--- src/rtl/rv32i_fwd_scoreboard.sv ---
// Operand forwarding and hazard interlock between the register file and ID/EX.
// Define RV32I_FWD_EN for full forwarding; otherwise the unit is interlock-only.
module rv32i_fwd_scoreboard #(
   parameter int XLEN         = 32,
   parameter int NUM_RD_PORTS = 2,
   parameter int FWD_DEPTH    = 3
) (
   input  logic                         clk,
   input  logic                         reset,
   input  logic                         id_valid,
   input  logic [NUM_RD_PORTS*5-1:0]    id_rs_reg,
   input  logic [NUM_RD_PORTS*XLEN-1:0] id_rs_data_in,
   input  logic                         id_wb_en,
   input  logic [4:0]                   id_wb_reg,
   input  logic                         id_is_load,
   input  logic                         flush,
   input  logic [FWD_DEPTH*XLEN-1:0]    stage_data,
   output logic                         stall,
   output logic                         ex_valid,
   output logic [NUM_RD_PORTS*XLEN-1:0] ex_rs_data,
   output logic [31:0]                  stall_count
);

   logic [FWD_DEPTH-1:0]          tag_valid_reg;
   logic [4:0]                    tag_rd_reg [FWD_DEPTH];
   logic [FWD_DEPTH-1:0]          tag_load_reg;
   logic                          ex_valid_reg;
   logic [NUM_RD_PORTS*XLEN-1:0]  ex_rs_data_reg;
   logic [31:0]                   stall_count_reg;

   logic [NUM_RD_PORTS-1:0]       port_hazard;
   logic [NUM_RD_PORTS*XLEN-1:0]  resolved;
   logic                          stall_int;

   genvar gi;
   generate
      for (gi = 0; gi < NUM_RD_PORTS; gi++) begin : g_port
         logic [4:0]           rs;
         logic [FWD_DEPTH-1:0] hit;
         logic                 haz;
         logic [XLEN-1:0]      op;

         assign rs = id_rs_reg[5*gi +: 5];

         for (genvar gk = 0; gk < FWD_DEPTH; gk++) begin : g_hit
            assign hit[gk] = tag_valid_reg[gk] && (tag_rd_reg[gk] == rs);
         end

`ifdef RV32I_FWD_EN
         // Scan from EX outward so the youngest producer shadows older ones.
         always_comb begin
            logic found;
            haz   = 1'b0;
            op    = id_rs_data_in[gi*XLEN +: XLEN];
            found = 1'b0;
            for (int k = 0; k < FWD_DEPTH; k++) begin
               if (!found && hit[k]) begin
                  found = 1'b1;
                  if (k == 0 && tag_load_reg[0]) haz = 1'b1;
                  else op = stage_data[k*XLEN +: XLEN];
               end
            end
            if (rs == 5'd0) begin
               haz = 1'b0;
               op  = '0;
            end
         end
`else
         always_comb begin
            haz = (rs != 5'd0) && (|hit);
            op  = (rs == 5'd0) ? '0 : id_rs_data_in[gi*XLEN +: XLEN];
         end
`endif

         assign port_hazard[gi]              = haz;
         assign resolved[gi*XLEN +: XLEN]    = op;
      end
   endgenerate

`ifndef RV32I_FWD_EN
   // Stage results and load flags only matter when forwarding is built in.
   logic unused_fwd;
   assign unused_fwd = ^{stage_data, tag_load_reg};
`endif

   assign stall_int = !reset && id_valid && !flush && (|port_hazard);

   always_ff @(posedge clk or posedge reset) begin
      if (reset) begin
         tag_valid_reg   <= '0;
         tag_load_reg    <= '0;
         for (int k = 0; k < FWD_DEPTH; k++) tag_rd_reg[k] <= 5'd0;
         ex_valid_reg    <= 1'b0;
         ex_rs_data_reg  <= '0;
         stall_count_reg <= '0;
      end else begin
         for (int k = FWD_DEPTH - 1; k > 0; k--) begin
            tag_valid_reg[k] <= tag_valid_reg[k-1];
            tag_rd_reg[k]    <= tag_rd_reg[k-1];
            tag_load_reg[k]  <= tag_load_reg[k-1];
         end
         // Stalled or flushed instructions enter EX as a bubble.
         tag_valid_reg[0] <= id_valid && id_wb_en && (id_wb_reg != 5'd0) && !flush && !stall_int;
         tag_rd_reg[0]    <= id_wb_reg;
         tag_load_reg[0]  <= id_is_load;

         if (stall_int || flush) begin
            ex_valid_reg <= 1'b0;
         end else begin
            ex_valid_reg   <= id_valid;
            ex_rs_data_reg <= resolved;
         end

         if (stall_int && (stall_count_reg != 32'hFFFF_FFFF))
            stall_count_reg <= stall_count_reg + 32'd1;
      end
   end

   assign stall       = stall_int;
   assign ex_valid    = ex_valid_reg;
   assign ex_rs_data  = ex_rs_data_reg;
   assign stall_count = stall_count_reg;

endmodule

--- config.mk ---
export PLATFORM = sky130hd
export DESIGN_NAME = rv32i_fwd_scoreboard
export DESIGN_NICKNAME = d
export VERILOG_FILES = /design/src/rtl/rv32i_fwd_scoreboard.sv
export SDC_FILE = /design/constraint.sdc
export NUM_CORES = 1
export LEC_CHECK = 0
export BUFFER_PORTS_ARGS = -buffer_cell sky130_fd_sc_hd__buf_2
export CORE_MARGIN = 10
export CORE_UTILIZATION = 51
export CTS_BUF_LIST = sky130_fd_sc_hd__clkbuf_2 sky130_fd_sc_hd__clkbuf_4 sky130_fd_sc_hd__clkbuf_8
export DETAILED_ROUTE_END_ITERATION = 12
export GPL_TIMING_DRIVEN = 0
export HOLD_SLACK_MARGIN = 0.12
export PLACE_DENSITY = 0.9
export SYNTH_ARGS = -nofsm -noshare
export SYNTH_HDL_FRONTEND = slang
export SYNTH_SLANG_ARGS = --single-unit
--- constraint.sdc ---
create_clock -name clk -period 8.4 [get_ports clk]
set_clock_uncertainty 0.2 [all_clocks]
set_input_delay 0.84 -clock clk [delete_from_list [all_inputs] [get_ports clk]]
set_output_delay 0.84 -clock clk [all_outputs]
set_load 0.005 [all_outputs]
Yosys cells after proc, flatten, opt, wreduce, memory -nomap -nowiden
Cells that the tools add are included.
- $add $sub $neg: 1
- equality and inequality tests: 7
- mux-type cells: 3
- reduce and logical (&&, ||, !) cells: 28
- operators with widths (cell ; number):
    32-bit 2-to-1 mux ; 2
    32-bit by 1-bit adder with 32-bit output (second input constant) ; 1
    32-bit inequality test (second input constant) ; 1
    5-bit == test ; 6
    1-bit logical AND ; 16
    5-bit nonzero test ; 3
    5-bit zero test ; 2
    3-bit OR reduction ; 2
    1-bit zero test ; 3
    2-bit OR reduction ; 1
    1-bit logical OR ; 1
    1-bit 2-to-1 mux ; 1
- flip-flop bits (word level): 115
- input port bits: 181
- output and inout port bits: 98
- word-level logic and storage cells: 46

Longest topological paths before layout
Gate-level depths: netlist of the first run.
- word-level depth: 8
- depth in mapped cells: 9

Worst setup path before layout of the first run
OpenSTA, ideal clock, no wires.
- kind: input -> output
- start point: input port reset
- end point: output port stall
- arrival: 4056 ps
- required time: 7360 ps
- slack: 3304 ps
- cell stages on the path: 5
- path buffers: 2
- path through: inv_1 -> nand2b_1 -> a21oi_2 -> buf_6 -> buf_6
- word-level cells in the longest chain between the ends: 4
- RTL lines (element ; RTL line ; text):
    from (decl) ; 9 ; input logic reset,
    1-bit zero test (no source line) ; -- ;
    1-bit logical AND (3 in a row) ; 86 ; assign stall_int = !reset && id_valid && !flush && (|port_hazard);
    to (decl) ; 18 ; output logic stall,
No other way between the ends.

Worst setup path in the final report of the first run
Ends and elaborated chain as after synthesis.

==> results of run 1 <==
-- where the power goes --
| part | internal (W) | switching, W |
|---|---|---|
| Combinational | 0.0000810 | 0.0000840 |
| Clock | 0.000264 | 0.000203 |
| Sequential | 0.000594 | 0.0000237 |
| Total | 0.000939 | 0.000311 |
-- layout make-up --
cell class,count,area share
plain buffers,17,0.0296
well taps,136,0.0248
clock inverters,6,0.00803
clock buffers,23,0.0443
inverters,66,0.0365
repair buffers,182,0.136
flip-flops and latches,115,0.420
multi-input cells,295,0.301
-- final timing paths --
check,start,endpoint,slack (ns),cells after the start
setup reg to reg,tag_rd_reg[5],ex_rs_data[46],6.01,9
min in group asynchronous,reset,ex_rs_data[20],0.41,2
hold reg to reg,tag_valid_reg[1],tag_valid_reg[2],0.22,0
max in group asynchronous,reset,ex_rs_data[57],6.87,3
hold / removal,tag_valid_reg[1],tag_valid_reg[2],0.22,0
setup / recovery,reset,stall,4.88,7
-- worst register-to-register path, cell delays in order (launching register included) --
cell	delay, ns
dfrtp_1	0.41
xor2_1	0.15
nor4_1	0.35
nand4_1	0.13
and3_4	0.20
nand2_2	0.13
a31o_4	0.18
buf_12	0.16
buf_12	0.16
mux2i_1	0.23
-- cells by family after synthesis --
logic type	Yosys count
AND/OR/NAND/NOR	162
flip-flops	115
buffers and inverters	83
multiplexers	65
XOR/XNOR	61
AO/OA/AOI/OAI	6
adder cells (fa/ha/maj)	1
-- metrics by stage --
stage	power, W	setup slack [ns]	area, um^2	hold slack, ns	std cells
finish	0.00125	4.88	6860	0.222	840
global route	0.00131	4.67	6860	0.217	840
CTS	0.00126	4.84	6860	0.206	840
detailed placement	0.000796	4.86	6500	0.195	811
global placement	0.000783	2.04	6470	0.183	810
floorplan	0.000709	3.30	5390	0.173	493
-- cell usage in the layout (no fill, tap or decap), drive strengths merged, types with 15 or more instances in the layout --
master	n
buf	194
dfrtp	115
nand2	75
inv	66
mux2i	64
xnor2	36
clkbuf	28
xor2	25
nand3	19
nand4	19
and3	15
-- per-layer routing --
layer | track usage | vias up | routed length [um]
li1 | - | 2000 | -
met1 | 0.203 | 2100 | 5310
met2 | 0.322 | 158 | 7150
met3 | 0.0657 | 23 | 1240
met4 | 0.0714 | 0 | 233
met5 | 0 | - | 0
==> run summary, run 1 <==
status: finished clean
CTS Root Cell: clkbuf_8
footprint of the multi-input gates: 2070 um^2
largest family of logic cells by synthesized area: simple AND/OR/NAND/NOR gates
Total Neg Setup Slack: 0 ns
TritonCTS clock tree: yes
Nets: 876
post-synth top area share: 0.534
I/O Pins: 279
Via-to-Cell Ratio: 5.10
Critical Path AT: 2.48 ns
Post-CTS Setup Bufs: 0
Final Util: 0.664
CTS Buffer Depth: 2
Final min period: 3.52 ns
DRC viols: 0
max reg flops: 64
clock-pin slew on the worst setup and hold paths: 0.06 ns
Post-Route WL: 13.9 mm
Post-Synth Adder-Cell Area: 0.00232
#FFs+latches synth: 115
mux cell area share after synthesis: 0.121
cell count after synthesis: 493
CP Launch Type: primary input
post-DP HPWL: 10.8 mm
worst vdd ir: 0.000128 V
DR pass1 iterations: 5
Synth async-reset ratio: 1.00
Synth area leaders: dfrtp_1 53%, mux2i_1 12%, xnor2_1 5.8%, nand2_1 5.1%, inv_1 4.6%
first-pass GRT wire length: 22.3 mm
xor/xnor share of the synthesized area: 0.0990
die span in y: 123 um
WP data required: 7.36 ns
initial core utilization: 0.522
Hold Vio Cnt, Final: 0
Routed Antenna Nets: 0
Worst-Margin Slew: 0.871 ns
RD Place Congestion: 0.839
row count: 37
EDFF count, synth: 0
final period utilization: 0.419
H-Tree Depth: 4
most frequent cell after synthesis: dfrtp_1
mean area per synthesized cell: 10.9 um^2
Synth Flop Type: dfrtp_1
Leakage: 3.85 nW
Die Footprint: 15100 um^2
Crit path max-delay family: buffers and inverters
CP peak stage delay: 0.62 ns
total grt overflow: 0
CTS buffer count: 17
worst-path cell chain: buf_2, inv_4, nand2b_1, a21oi_2, buf_6, buf_6, buf_2
Synth top cells by count: 115 x dfrtp_1, 73 x nand2_1, 66 x inv_1
FF/Latch Area: 2880 um^2
IO buf count: 181
worst path buffer plus inverter count: 5
initial antenna violation count: 0
Worst Setup End Kind: output port
DR vias: 4281
simple logic cell fraction of the synthesized area: 0.151
FILL cells: 769
slew margin rel.: 0.419
syn nets: 675
unrepaired setup endpoints after global routing: no
Synth warnings: 0
Final setup viols: 0
post-synthesis cell type count: 33
clock sinks: 115
CTS Hold Bufs: 0
Max-Cap Viols: 0
CP max stage cell: inv_4
mapped cell area: 5390 um^2
Seq/Total Area, Yosys: 0.534
pwr/cell area: 182 nW/um^2
worst-path fanout max: 71
worst hold-check path type: reg -> reg
Post-CTS Resized: 0
fmax: 284 MHz
area leader, netlist: dfrtp_1
area of the core: 10300 um^2
Compound-Gate Fraction of Synth Area: 0.00951
crit path kind: in -> out
Layout area overhead: 27.2%
# diodes: 0
Final Max Tran Viols: 0
pin count of the biggest net entering global routing: 72
WL per Instance: 16.6 um
drt initial violations: 215
vias in the first global route: 4573
clk_lat worst skew: 0.42 ns
share of cells above drive strength 1: 0.334
die width: 123 um
total track usage: 0.185
Note: power is estimated with default switching activity, not from simulation.
==> run 2: changes to the inputs <==
--- a/config.mk
+++ b/config.mk
@@ -7,12 +7,12 @@
 export LEC_CHECK = 0
 export BUFFER_PORTS_ARGS = -buffer_cell sky130_fd_sc_hd__buf_2
 export CORE_MARGIN = 10
-export CORE_UTILIZATION = 51
+export CORE_UTILIZATION = 42
 export CTS_BUF_LIST = sky130_fd_sc_hd__clkbuf_2 sky130_fd_sc_hd__clkbuf_4 sky130_fd_sc_hd__clkbuf_8
 export DETAILED_ROUTE_END_ITERATION = 12
 export GPL_TIMING_DRIVEN = 0
 export HOLD_SLACK_MARGIN = 0.12
-export PLACE_DENSITY = 0.9
+export PLACE_DENSITY = 0.79
 export SYNTH_ARGS = -nofsm -noshare
 export SYNTH_HDL_FRONTEND = slang
 export SYNTH_SLANG_ARGS = --single-unit
==> constraint.sdc (replaced) <==
create_clock -name clk -period 3.2 [get_ports clk]
set_clock_uncertainty 0.2 [all_clocks]
set_input_delay 0.32 -clock clk [delete_from_list [all_inputs] [get_ports clk]]
set_output_delay 0.32 -clock clk [all_outputs]
set_load 0.005 [all_outputs]
==> run 2 against run 1 <==
Effect of this change: non-clock buffer count grew 77; cell count grew 14%; largest cell class unchanged; hold slack lost 0.033 ns; via count grew 5.7%; register-to-register slack lost 5.3 ns; critical path type unchanged; sequential power grew to 2.6 times the previous value; clock-buffer cell count is the same; largest power group unchanged; final area grew 12%.
==> run summary, run 2 (synthesized netlist as in run 1, its figures left out) <==
clock-pin slew on the worst setup and hold paths: 0.07 ns (about the same)
fmax: 356 MHz
Total Neg Setup Slack: 0 ns (unchanged)
row count: 41 (+11%)
Post-Route WL: 15.8 mm (+13%)
Nets: 953 (+8.8%)
commonest non-fill, non-tap cell in the layout: buf_2
first-pass GRT wire length: 25.4 mm (+14%)
Final Max Tran Viols: 0 (unchanged)
initial core utilization: 0.427 (-0.0951)
total grt overflow: 0 (unchanged)
WL per Instance: 16.5 um (-0.71%)
CTS Root Cell: clkbuf_8
Final setup viols: 0 (unchanged)
pwr/cell area: 436 nW/um^2 (+140%)
vias in the first global route: 5016 (+9.7%)
IO buf count: 181 (unchanged)
worst vdd ir: 0.000366 V (+190%)
DR vias: 4523 (+5.7%)
H-Tree Depth: 4 (unchanged)
pin count of the biggest net entering global routing: 41 (-43%)
Layout area overhead: 42.9%
Worst-Margin Slew: 0.773 ns (-0.0987 ns)
Post-CTS Resized: 0 (unchanged)
Via-to-Cell Ratio: 4.73 (-7.3%)
worst-path fanout max: 29 (-59%)
hold slack: 0.190 ns (-0.0329 ns)
slew margin rel.: 0.485 (+0.0658)
Pwr Total: 0.00336 W (+170%)
final period utilization: 0.878
TritonCTS clock tree: yes
post-placement worst setup slack: 0.447 ns (-4.41 ns)
post-DP HPWL: 10.6 mm (-1.9%)
Leakage: 4.18 nW (+8.4%)
CTS Buffer Depth: 2 (unchanged)
Worst Setup End Kind: output port
Worst Slack Setup Final: 0.389 ns (-4.49 ns)
die width: 133 um (+8.5%)
unrepaired setup endpoints after global routing: no
Final min period: 2.81 ns
share of cells above drive strength 1: 0.305 (-0.0291)
total track usage: 0.177 (-0.00794)
worst hold-check path type: in -> reg
die span in y: 133 um (+8.5%)
clock sinks: 115 (unchanged)
I/O Pins: 279 (unchanged)
area of the core: 12600 um^2 (+22%)
max reg flops: 64 (unchanged)
initial antenna violation count: 4 (+4)
DR pass1 iterations: 4 (-1)
Die Footprint: 17800 um^2 (+18%)
Max-Cap Viols: 0 (unchanged)
clk_lat worst skew: 0.43 ns (about the same)
drt initial violations: 137 (-36%)
most frequent cells in the layout: 183 x buf_2, 115 x dfrtp_1, 74 x dlygate4sd3_1
DRC viols: 0 (unchanged)
WP data required: 2.68 ns (-4.68 ns)
Routed Antenna Nets: 0 (unchanged)
CTS buffer count: 17 (unchanged)
FILL cells: 1050 (+37%)
CP Launch Type: primary input
Hold Vio Cnt, Final: 0 (unchanged)
Critical Path AT: 2.29 ns (-0.19 ns)
status: finished clean
RD Place Congestion: 0.835 (-0.52%)
crit path kind: in -> out
-- run 2: worst max-delay path, stage by stage --
cell           delay, ns
dlygate4sd3_1       0.53
buf_2               0.14
clkinvlp_4          0.15
buf_12              0.22
buf_16              0.19
nand2b_1            0.12
a21oi_2             0.15
buf_6               0.17
buf_6               0.15
buf_2               0.12
-- run 2: stage by stage --
stage / util / std cells / instance area (um^2)
finish: 0.611 / 957 / 7710
global route: 0.611 / 957 / 7710
CTS: 0.610 / 953 / 7700
detailed placement: 0.522 / 849 / 6590
global placement: 0.517 / 846 / 6520
floorplan: - / 493 / 5400
-- run 2: layer usage --
metal	up-vias	routed length, um	GRT usage
met3	31	1040	0.0662
li1	2166	-	-
met4	0	404	0.0828
met5	-	0	0
met1	2177	6240	0.189
met2	149	8090	0.305
-- run 2: area by class of cell --
cell class / instances / area (um^2) / area share
clock buffer: 23 / 292 / 0.0378
buffer: 17 / 203 / 0.0263
inverter: 66 / 251 / 0.0326
multi-input combinational: 295 / 2070 / 0.268
tap: 172 / 215 / 0.0279
antenna: 4 / 10.0 / 0.00130
clock inverter: 6 / 57.6 / 0.00747
sequential: 115 / 2880 / 0.373
timing repair buffer: 259 / 1730 / 0.225
-- run 2: path summary, 6_finish.rpt --
path / from / end / slack, ns / depth (start not counted)
max reg2reg: tag_rd_reg[5] / tag_valid_reg[0] / 0.68 / 8
min: flush / ex_rs_data[13] / 0.19 / 4
min in group asynchronous: reset / ex_rs_data[56] / 0.38 / 4
max in group asynchronous: reset / stall_count[8] / 2.06 / 5
max: reset / stall / 0.39 / 10
min reg2reg: tag_valid_reg[1] / tag_valid_reg[2] / 0.22 / 0
-- run 2: what timing repair did --
item / CTS / global route
buffers inserted: 0 / 0
hold endpoints to repair: 97 / 0
setup endpoints to repair: 0 / 0
hold buffers: 75 / 0
-- run 2: report_power, final --
| part | total (W) | internal (W) | switching (W) | leakage (nW) |
|---|---|---|---|---|
| Clock | 0.00121 | 0.000670 | 0.000544 | 0.185 |
| Sequential | 0.00162 | 0.00156 | 0.0000621 | 1.42 |
| Combinational | 0.000526 | 0.000279 | 0.000247 | 2.57 |
==> run 3: changes to the inputs <==
--- a/config.mk
+++ b/config.mk
@@ -5,14 +5,15 @@
 export SDC_FILE = /design/constraint.sdc
 export NUM_CORES = 1
 export LEC_CHECK = 0
+export ABC_AREA = 1
 export BUFFER_PORTS_ARGS = -buffer_cell sky130_fd_sc_hd__buf_2
 export CORE_MARGIN = 10
-export CORE_UTILIZATION = 42
+export CORE_UTILIZATION = 45
 export CTS_BUF_LIST = sky130_fd_sc_hd__clkbuf_2 sky130_fd_sc_hd__clkbuf_4 sky130_fd_sc_hd__clkbuf_8
 export DETAILED_ROUTE_END_ITERATION = 12
 export GPL_TIMING_DRIVEN = 0
 export HOLD_SLACK_MARGIN = 0.12
-export PLACE_DENSITY = 0.79
+export PLACE_DENSITY = 0.81
 export SYNTH_ARGS = -nofsm -noshare
 export SYNTH_HDL_FRONTEND = slang
 export SYNTH_SLANG_ARGS = --single-unit
==> run 3 against run 2 <==
Effect of this change: total power rose by 10%; final area increased by 13%; non-clock buffer count is 20 higher; setup slack better by 0.17 ns; critical endpoint unchanged; highest routed layer unchanged.
==> run summary, run 3 <==
status: finished clean
Worst Setup End Kind: output port
Hold Crit Depth: 0 (-4)
DRC viols: 0 (unchanged)
Switch Pwr: 0.000993 W (+16%)
share of cells above drive strength 1: 0.205 (-0.0999)
CP peak stage delay: 0.55 ns (+0.02 ns)
initial core utilization: 0.457 (+0.0299)
CP max stage cell: dlygate4sd3_1
Layout area overhead: 37.4%
die width: 139 um (+3.9%)
Total Neg Setup Slack: 0 ns (unchanged)
clock-pin slew on the worst setup and hold paths: 0.06 ns (about the same)
Comb pwr share: 0.146 (-0.011)
total track usage: 0.228 (+0.0511)
area leader, netlist: dfrtp_1
IO buf count: 181 (unchanged)
worst-path cell chain: dlygate4sd3_1, buf_2, nor3_2, nand2_2, buf_4, inv_1, buf_2
first-pass GRT wire length: 35.9 mm (+41%)
syn nets: 1095 (+62%)
most frequent cells in the layout: 412 x nand2_1, 188 x buf_2, 115 x dfrtp_1
area of the core: 13800 um^2 (+9.6%)
unrepaired setup endpoints after global routing: no
post-synthesis cell type count: 25 (-24%)
total grt overflow: 0 (unchanged)
WL per Instance: 16.3 um (-1.3%)
Post-CTS Resized: 0 (unchanged)
Final setup viols: 0 (unchanged)
share of power burned in registers: 0.435 (-0.047)
Synth top cells by count: 412 x nand2_1, 115 x dfrtp_1, 108 x inv_1
mapped cell area: 6320 um^2 (+17%)
Leakage: 5.09 nW (+22%)
Synth Flop Type: dfrtp_1
worst vdd ir: 0.000256 V (-30%)
internal power: 0.00271 W (+8.1%)
Clock power frac: 0.419 (+0.058)
max reg flops: 64 (unchanged)
CTS Root Cell: clkbuf_8
drt initial violations: 537 (+290%)
RD Place Congestion: 0.982 (+18%)
Crit path depth: 7 (-3)
pwr/cell area: 426 nW/um^2 (-2.3%)
post-placement worst setup slack: 0.723 ns (+0.276 ns)
crit path kind: in -> out
Placement Cell Area: 7500 um^2 (+14%)
final period utilization: 0.825 (-0.0531)
Die Footprint: 19200 um^2 (+8.0%)
Worst Slack Setup Final: 0.559 ns (+0.170 ns)
design area: 8690 um^2 (+13%)
Critical Path AT: 2.12 ns (-0.17 ns)
post-synth top area share: 0.455 (-0.0784)
DR vias: 7035 (+56%)
initial antenna violation count: 3 (-1)
clk_lat worst skew: 0.46 ns (+0.03 ns)
Routed Antenna Nets: 0 (unchanged)
row count: 43 (+4.9%)
post-DP HPWL: 14.9 mm (+41%)
commonest non-fill, non-tap cell in the layout: nand2_1
Nets: 1371 (+44%)
fmax: 379 MHz (+6.4%)
DR pass1 iterations: 5 (+1)
Hold Vio Cnt, Final: 0 (unchanged)
H-Tree Depth: 4 (unchanged)
worst-path fanout max: 10 (-66%)
number of cells on the worst reg-to-reg path: 9 (+1)
#FFs+latches synth: 115 (unchanged)
Post-Route WL: 22.5 mm (+43%)
most used cell, CP: buf_2
worst path buffer plus inverter count: 5 (-3)
Worst-Margin Slew: 0.767 ns (-0.00552 ns)
worst hold-check path type: reg -> reg
Synth warnings: 0 (unchanged)
TritonCTS clock tree: yes
EDFF count, synth: 0 (unchanged)
CP Launch Type: primary input
mean area per synthesized cell: 6.93 um^2 (-37%)
Via-to-Cell Ratio: 5.08 (+7.6%)
Crit path max-delay family: buffers and inverters
Final Max Tran Viols: 0 (unchanged)
Max-Cap Viols: 0 (unchanged)
switching share of power: 0.268 (+0.0142)
most frequent cell after synthesis: nand2_1
Synth async-reset ratio: 1.00 (unchanged)
CTS Buffer Depth: 2 (unchanged)
Synth area leaders: dfrtp_1 46%, nand2_1 24%, nand3_1 6.6%, inv_1 6.4%, nand4_1 3.7%
cell count after synthesis: 913 (+85%)
Seq/Total Area, Yosys: 0.455 (-0.0784)
vias in the first global route: 6887 (+37%)
clock sinks: 115 (unchanged)
I/O Pins: 279 (unchanged)
WP data required: 2.68 ns (about the same)
pin count of the biggest net entering global routing: 43 (+4.9%)
slew margin rel.: 0.488 (+0.00260)
CTS buffer count: 17 (unchanged)
die span in y: 139 um (+3.9%)
Final min period: 2.64 ns (-0.170 ns)
## run 3: cell count changes in the layout (fill, tap and decap cells not counted), moves of 11 or more
cell and delta:
nand3_1 +64, mux2i_1 -64, xnor2_1 -30, nor2_1 +49
inv_1 +42, and3_1 -13, xor2_1 -12, nor3_1 +12
nand4_1 +19, clkbuf_1 +11, nand2_1 +339
## run 3: cell type report
cell class / count / area [um^2]
sequential: 115 / 2880
buffer: 39 / 215
multi-input combinational: 644 / 2800
clock buffer: 22 / 290
inverter: 115 / 435
timing repair buffer: 257 / 1690
fill: 1141 / 5140
clock inverter: 9 / 153
tap: 180 / 225
antenna: 3 / 7.51
## run 3: cell families after synthesis
logic type | Yosys count | share of synthesized area
buffers and inverters | 154 | 0.102
AO/OA/AOI/OAI | 6 | 0.00475
AND/OR/NAND/NOR | 618 | 0.410
XOR/XNOR | 19 | 0.0263
adder cells (fa/ha/maj) | 1 | 0.00198
flip-flops | 115 | 0.455
## run 3: path summary, 6_finish.rpt
check                                from              end  slack (ns)
min in group asynchronous           reset   ex_rs_data[18]        0.38
max                                 reset            stall        0.56
max reg2reg                stall_count[0]  stall_count[28]        0.73
min reg2reg                 tag_rd_reg[5]    tag_rd_reg[0]        0.18
min                         tag_rd_reg[5]    tag_rd_reg[0]        0.18
max in group asynchronous           reset  stall_count[24]        1.48
## run 3: repair_timing
item                      4_1_cts  5_1_grt
hold buffers                   74        0
buffers inserted                0        0
hold endpoints to repair      107        0
## run 3: metrics by stage
| step | power [W] | std cells | utilization | hold slack, ns |
|---|---|---|---|---|
| floorplan | 0.00185 | 913 | - | 0.151 |
| global placement | 0.00206 | 1274 | 0.539 | 0.157 |
| detailed placement | 0.00208 | 1276 | 0.542 | 0.163 |
| CTS | 0.00368 | 1381 | 0.628 | 0.178 |
| global route | 0.00385 | 1384 | 0.628 | 0.192 |
| finish | 0.00370 | 1384 | 0.628 | 0.177 |
## run 3: per-layer routing
layer,up-vias,global-route usage,part of all wire
met4,0,0.104,0.031
li1,3362,-,-
met2,365,0.370,0.48
met5,-,0,0
met1,3241,0.268,0.39
met3,67,0.0771,0.094
## run 3: worst reg2reg max path: cells and delay by family, from the launching register on
family | cells | cell delay (ns)
buffers and inverters | 2 | 0.42
adders and majority gates | 1 | 0.30
DFF | 1 | 0.52
and+or+nand+nor | 6 | 0.92
## run 3: power by group through the flow
| stage | sequential [W] | combinational [W] | clock, W |
|---|---|---|---|
| floorplan | 0.00163 | 0.000220 | 0 |
| finish | 0.00161 | 0.000540 | 0.00155 |
| CTS | 0.00161 | 0.000518 | 0.00156 |
| global placement | 0.00163 | 0.000433 | 0 |
| global route | 0.00162 | 0.000598 | 0.00163 |
| detailed placement | 0.00163 | 0.000450 | 0 |
